===== config.mk =====
export PLATFORM = sky130hd
export DESIGN_NAME = dmem_responder_flat
export DESIGN_NICKNAME = d
export VERILOG_FILES = /design/src/rtl/dmem_responder_if.sv /design/src/rtl/dmem_responder.sv /design/src/flat_wrapper.sv
export SDC_FILE = /design/constraint.sdc
export NUM_CORES = 1
export LEC_CHECK = 0
export ABC_AREA = 1
export BUFFER_PORTS_ARGS = -buffer_cell sky130_fd_sc_hd__buf_2
export CORE_MARGIN = 8
export CORE_UTILIZATION = 45
export CTS_BUF_LIST = sky130_fd_sc_hd__clkbuf_4
export CTS_CLUSTER_DIAMETER = 120
export CTS_CLUSTER_SIZE = 16
export DETAILED_ROUTE_END_ITERATION = 6
export GPL_TIMING_DRIVEN = 1
export PLACE_DENSITY_LB_ADDON = 0.15
export SLEW_MARGIN = 20
export SYNTH_ARGS = -nofsm -noshare
export SYNTH_HDL_FRONTEND = slang
export SYNTH_SLANG_ARGS = --single-unit

===== constraint.sdc =====
create_clock -name clk -period 8.9 [get_ports clk]
set_clock_uncertainty 0.2 [all_clocks]
set_input_delay 0.89 -clock clk [delete_from_list [all_inputs] [get_ports clk]]
set_output_delay 0.89 -clock clk [all_outputs]
set_load 0.02 [all_outputs]

===== src/rtl/dmem_responder_if.sv =====
// Request/response handshake bundle between the execute stage (master) and
// the data-memory responder (slave).
interface dmem_responder_if #(
  parameter int ADDR_W = 11,
  parameter int DATA_W = 32
);
  logic              req_valid;
  logic              req_ready;
  logic              req_we;
  logic [ADDR_W-1:0] req_addr;
  logic [DATA_W-1:0] req_wdata;
  logic              rsp_valid;
  logic              rsp_ready;
  logic [DATA_W-1:0] rsp_rdata;

  modport master (
    output req_valid, req_we, req_addr, req_wdata, rsp_ready,
    input  req_ready, rsp_valid, rsp_rdata
  );

  modport slave (
    input  req_valid, req_we, req_addr, req_wdata, rsp_ready,
    output req_ready, rsp_valid, rsp_rdata
  );
endinterface


===== src/rtl/dmem_responder.sv =====
// Data-memory responder: posts stores into a small FIFO store buffer drained to the
// RAM2Kx32 macro in idle port cycles, and serves loads from the buffer or the RAM.
module dmem_responder #(
  parameter int ADDR_W   = 11,
  parameter int DATA_W   = 32,
  parameter int SB_DEPTH = 2
) (
  input  logic              clk,
  input  logic              rst_n,
  dmem_responder_if.slave   bus,
  output logic              sb_empty,
  output logic              ram_cen,
  output logic              ram_wen,
  output logic [ADDR_W-1:0] ram_a,
  output logic [DATA_W-1:0] ram_d,
  input  logic [DATA_W-1:0] ram_q
);

  localparam int PTR_W = (SB_DEPTH > 1) ? $clog2(SB_DEPTH) : 1;
  localparam int CNT_W = $clog2(SB_DEPTH) + 1;

  // RSP_RAM: response data is live on ram_q; RSP_HELD: data sits in rsp_data_q
  typedef enum logic [1:0] {
    RSP_IDLE,
    RSP_RAM,
    RSP_HELD
  } rsp_state_t;

  rsp_state_t rsp_state_q, rsp_state_d;
  logic [DATA_W-1:0] rsp_data_q, rsp_data_d;

  logic [ADDR_W-1:0] sb_addr [SB_DEPTH];
  logic [DATA_W-1:0] sb_data [SB_DEPTH];
  logic [PTR_W-1:0]  head_q, tail_q, idx;
  logic [CNT_W-1:0]  count_q;

  logic              sb_full;
  logic              rsp_valid;
  logic              req_ready;
  logic              load_acc, store_acc;
  logic              sb_hit;
  logic [DATA_W-1:0] hit_data;
  logic              rd_issue, drain;

  assign sb_full   = (count_q == CNT_W'(SB_DEPTH));
  assign sb_empty  = (count_q == '0);
  assign rsp_valid = (rsp_state_q != RSP_IDLE);

  // Requests are held off during reset so the RAM port stays quiet
  assign req_ready = rst_n && !sb_full && !(rsp_valid && !bus.rsp_ready);
  assign load_acc  = bus.req_valid && req_ready && !bus.req_we;
  assign store_acc = bus.req_valid && req_ready && bus.req_we;

  assign bus.req_ready = req_ready;
  assign bus.rsp_valid = rsp_valid;
  assign bus.rsp_rdata = (rsp_state_q == RSP_RAM) ? ram_q : rsp_data_q;

  // Walk oldest to youngest so the youngest matching store wins
  always_comb begin
    sb_hit   = 1'b0;
    hit_data = '0;
    idx      = '0;
    for (int i = 0; i < SB_DEPTH; i++) begin
      idx = head_q + PTR_W'(i);
      if ((CNT_W'(i) < count_q) && (sb_addr[idx] == bus.req_addr)) begin
        sb_hit   = 1'b1;
        hit_data = sb_data[idx];
      end
    end
  end

  assign rd_issue = load_acc && !sb_hit;
  assign drain    = rst_n && !rd_issue && !sb_empty;

  always_comb begin
    ram_cen = 1'b1;
    ram_wen = 1'b1;
    ram_a   = '0;
    ram_d   = '0;
    if (rd_issue) begin
      ram_cen = 1'b0;
      ram_a   = bus.req_addr;
    end else if (drain) begin
      ram_cen = 1'b0;
      ram_wen = 1'b0;
      ram_a   = sb_addr[head_q];
      ram_d   = sb_data[head_q];
    end
  end

  // A stalled RAM response is captured after its first cycle, since ram_q
  // is only guaranteed for the cycle following the read
  always_comb begin
    rsp_state_d = rsp_state_q;
    rsp_data_d  = rsp_data_q;
    if (load_acc) begin
      if (sb_hit) begin
        rsp_state_d = RSP_HELD;
        rsp_data_d  = hit_data;
      end else begin
        rsp_state_d = RSP_RAM;
      end
    end else if (rsp_valid && bus.rsp_ready) begin
      rsp_state_d = RSP_IDLE;
    end else if (rsp_state_q == RSP_RAM) begin
      rsp_state_d = RSP_HELD;
      rsp_data_d  = ram_q;
    end
  end

  always_ff @(posedge clk) begin
    if (!rst_n) begin
      rsp_state_q <= RSP_IDLE;
      rsp_data_q  <= '0;
      head_q      <= '0;
      tail_q      <= '0;
      count_q     <= '0;
    end else begin
      rsp_state_q <= rsp_state_d;
      rsp_data_q  <= rsp_data_d;
      if (store_acc) tail_q <= tail_q + PTR_W'(1);
      if (drain)     head_q <= head_q + PTR_W'(1);
      if (store_acc && !drain)      count_q <= count_q + CNT_W'(1);
      else if (!store_acc && drain) count_q <= count_q - CNT_W'(1);
    end
  end

  always_ff @(posedge clk) begin
    if (store_acc) begin
      sb_addr[tail_q] <= bus.req_addr;
      sb_data[tail_q] <= bus.req_wdata;
    end
  end

endmodule


===== src/flat_wrapper.sv =====
// flat-port wrapper written by rule: the top's interface ports become plain ports
module dmem_responder_flat 
#(
  parameter int ADDR_W   = 11,
  parameter int DATA_W   = 32,
  parameter int SB_DEPTH = 2
)
  (clk, rst_n, sb_empty, ram_cen, ram_wen, ram_a, ram_d, ram_q, bus_req_valid, bus_req_we, bus_req_addr, bus_req_wdata, bus_rsp_ready, bus_req_ready, bus_rsp_valid, bus_rsp_rdata);
  dmem_responder_if #(.ADDR_W(ADDR_W), .DATA_W(DATA_W)) bus_i ();
  input  logic clk;
  input  logic rst_n;
  output logic sb_empty;
  output logic ram_cen;
  output logic ram_wen;
  output logic [ADDR_W-1:0] ram_a;
  output logic [DATA_W-1:0] ram_d;
  input  logic [DATA_W-1:0] ram_q;
  input wire logic [$bits(bus_i.req_valid)-1:0] bus_req_valid;
  input wire logic [$bits(bus_i.req_we)-1:0] bus_req_we;
  input wire logic [$bits(bus_i.req_addr)-1:0] bus_req_addr;
  input wire logic [$bits(bus_i.req_wdata)-1:0] bus_req_wdata;
  input wire logic [$bits(bus_i.rsp_ready)-1:0] bus_rsp_ready;
  output wire logic [$bits(bus_i.req_ready)-1:0] bus_req_ready;
  output wire logic [$bits(bus_i.rsp_valid)-1:0] bus_rsp_valid;
  output wire logic [$bits(bus_i.rsp_rdata)-1:0] bus_rsp_rdata;
  assign bus_i.req_valid = bus_req_valid;
  assign bus_i.req_we = bus_req_we;
  assign bus_i.req_addr = bus_req_addr;
  assign bus_i.req_wdata = bus_req_wdata;
  assign bus_i.rsp_ready = bus_rsp_ready;
  assign bus_req_ready = bus_i.req_ready;
  assign bus_rsp_valid = bus_i.rsp_valid;
  assign bus_rsp_rdata = bus_i.rsp_rdata;
  dmem_responder #(.ADDR_W(ADDR_W), .DATA_W(DATA_W), .SB_DEPTH(SB_DEPTH)) u_core (.clk(clk), .rst_n(rst_n), .bus(bus_i), .sb_empty(sb_empty), .ram_cen(ram_cen), .ram_wen(ram_wen), .ram_a(ram_a), .ram_d(ram_d), .ram_q(ram_q));
endmodule

==> results.md <==
* Status: finished, final reports clean
* Avg Inst Size Synth at 6.70 sq um
* Via count at 7,273
* NetSw at just under 900 uW
* Core Footprint at ~17,000 sq um
* Final Hold Fails at 0
* Flop pwr share at between 30 and 40%
* CP max FO at 73
* DR WL/cell at approximately 14 microns
* TritonCTS buffer count at 17
* Setup crit end kind: output pin
* Slew Limit Fails at 0
* Most common cell after layout, fill and taps aside: nand2_1
* Worst R2R Path Depth at 16
* Hold Path Depth at 4
* Metal-1 WL at 10,900 microns
* Pre-CTS setup slack at slightly above 4 ns
* First-pass iteration count of the detailed router at 7
* Syn. warnings at 0
* Clock root buffer master: clkbuf_4
* Post-Synthesis Net Count at 1,228
* Clk pwr share at 19.0%
* Biggest area consumer among synthesized cells: edfxtp_1
* PortBufs at approximately 160
* RD Place Congestion at approximately 0.86
* Area fraction of the dominant cell type after synthesis at 33.7%
* Logic gate share of total power at 44.6%
* # rows at between 40 and 50
* # DRC at 0
* Slew HR at 49.2%
* DRT antenna net count at 0
* PwrDens at between 200 and 250 nW/um^2
* Max_cap viols at 0
* Pin count of the biggest net entering global routing at 74
* Leakage at approximately 4.6 nW
* H-Tree Depth at 4
* Setup Viol. Count Final at 0
* I/O pins at 160
* Crit path DAT at roughly 3.9 ns
* Drt first-iter violations at 672
* Initial antenna violation count at 3
* Maximum root-to-sink buffer count at 2
* First-pass GRT wire length at 34,500 microns
* DIE AREA at ~21,000 sq um
* Switch share at between 40% and 50%
* Met2 wire len at a little under 9000 microns
* Routed wire length at between 20,000 and 25,000 microns
* Met3 WL at 1590 microns
* Area grow syn2layout at 14.4%
* Largest cells by area after synthesis: edfxtp_1 (34%), nand2_1 (18%), nor2_1 (10%)
* Max Used Layer: met5
* Nets at ~1,400
* Filler cells at approximately 1,700
* DIE WIDTH at between 100 and 150 microns
* Required time of the critical path at roughly 8 ns
* Setup TNS at 0 ns
* Hold Path Class: flip-flop to flip-flop
* Clock Sinks at around 130
* # hold bufs at CTS at 0
* Minimum clock period at 5.00 ns
* FMAX at about 200 MHz
* Global route overflow at 0
* Final period utilization at 56.2%
* Post-Syn Area at between 7000 and 8000 sq um
* Flops & latches, synth at ~130
* Synth unique cells at 26
* Postcts setup bufs at 0
* RSZ-0062 raised after global routing: no
* Vias in the first global route at 6,493
* Most frequent cells in the layout: nand2_1 (358), nor2_1 (208), buf_2 (159), inv_1 (147), nand3_1 (100)
* Crit path launch type: flip-flop
* VDD IR max at 0.000120 V
* Worst-Skew Late Latency at between 0.5 and 0.6 ns
* Placed wire-length estimate at 14,600 microns
* Die Ht at 146 microns
* Worst Setup Slack, final at approximately 3.9 ns
* Post-cts resize count at 0
* Total track usage at 19.9%
* Clk slew on worst S/H paths at around 0.11 ns
* Cell count after synthesis at about 1,100
* Sequential area share after synthesis at a little over two fifths
* Vias/cell at roughly 4.8
* CTS tree: built
* Share of layout cells above drive strength 1 at 16.6%
* Starting Density at approximately 46%
* Internal at 1.10 mW
* Worst slew pin tran at 0.763 ns
* Critical path class: flip-flop to output pin
[state kept, by name (all words and copies together), names as in the netlist, named ones only]
register and cells:
u_core.head_q 1, u_core.rsp_state_q 2, u_core.tail_q 1, u_core.sb_data 64, u_core.rsp_data_q 32, u_core.sb_addr 22, u_core.count_q 2
[power by group through the flow]
stage | registers (mW) | clock network, mW | logic [mW]
finish | 0.716 | 0.374 | 0.878
global route | 0.724 | 0.417 | 0.993
CTS | 0.716 | 0.386 | 0.883
detailed placement | 0.730 | 0 | 0.879
global placement | 0.727 | 0 | 0.876
floorplan | 0.698 | 0 | 0.693
[Yosys cell counts]
library cell,number
xor2_1,1
xnor2_1,1
o22ai_1,11
buf_6,6
buf_2,16
nand3_2,2
dfxtp_1,39
nor2_2,3
nand2_1,359
buf_1,5
nand4_1,3
buf_4,6
o21ai_1,1
inv_1,147
a21oi_1,34
inv_4,1
nand3_1,101
o21ai_0,70
edfxtp_1,86
clkbuf_1,30
nand2_2,3
inv_2,2
nand2_4,1
nor2_1,211
a211oi_2,1
ha_1,4
[critical path, stage by stage (launching register included)]
cell and delay, ns:
dfxtp_1 0.75, inv_4 0.39, nand2_1 0.18, nand2_1 0.06
nand2_1 0.08, nand2_1 0.06, nor2_1 0.09, nand2_1 0.06
nor2_2 0.11, nand2_2 0.05, buf_4 0.29, nand3_2 0.18
nand3_4 0.46, o22ai_1 0.32, buf_2 0.22
[final cells by class]
| type | count | area (sq um) | share of cell area [%] |
|---|---|---|---|
| sequential | 125 | 3360 | 38.4 |
| tap | 220 | 275 | 3.14 |
| clock inverter | 15 | 130 | 1.48 |
| inverter | 150 | 566 | 6.45 |
| antenna | 1 | 2.50 | 0.0285 |
| clock buffer | 17 | 128 | 1.46 |
| timing repair buffer | 167 | 856 | 9.76 |
| multi-input combinational | 806 | 3440 | 39.3 |
[layer usage]
metal | track usage [%] | vias up
met5 | 0 | -
met4 | 4.69 | 4
met3 | 5.44 | 14
met2 | 27.7 | 254
met1 | 29.6 | 3178
li1 | - | 3823
[kinds of logic (layout without fill, tap and decap cells)]
kind of cell	count (synthesis)	in the layout	synth area share, %
buffers and inverters	213	349	11.6
and+or+nand+nor	683	683	35.7
xor gates and xnor gates	2	2	0.229
other	0	1	0
AOI/OAI and AO/OA	117	117	7.92
adders and majority gates	4	4	0.653
DFF	125	125	43.9
[metrics by stage]
step | std cells | hold WS [ns] | instance area (sq um) | utilization, % | power [mW]
4_1_cts | 1500 | 0.290 | 8750 | 52.6 | 1.99
2_1_floorplan | 1144 | 0.277 | 7660 | - | 1.39
6_report | 1501 | 0.332 | 8770 | 52.7 | 1.97
3_3_place_gp | 1468 | 0.310 | 8490 | 51.0 | 1.60
5_1_grt | 1501 | 0.272 | 8770 | 52.7 | 2.13
3_5_place_dp | 1468 | 0.308 | 8490 | 51.0 | 1.61
[worst paths after layout]
path | slack, ns | start | to
setup / recovery | 3.90 | u_core.head_q | ram_a[2]
hold / removal | 0.33 | u_core.rsp_data_q[19] | u_core.rsp_data_q[19]
setup reg to reg | 4.97 | u_core.head_q | u_core.count_q[1]
hold reg to reg | 0.33 | u_core.rsp_data_q[19] | u_core.rsp_data_q[19]
Power figures use the tool's default switching activity.
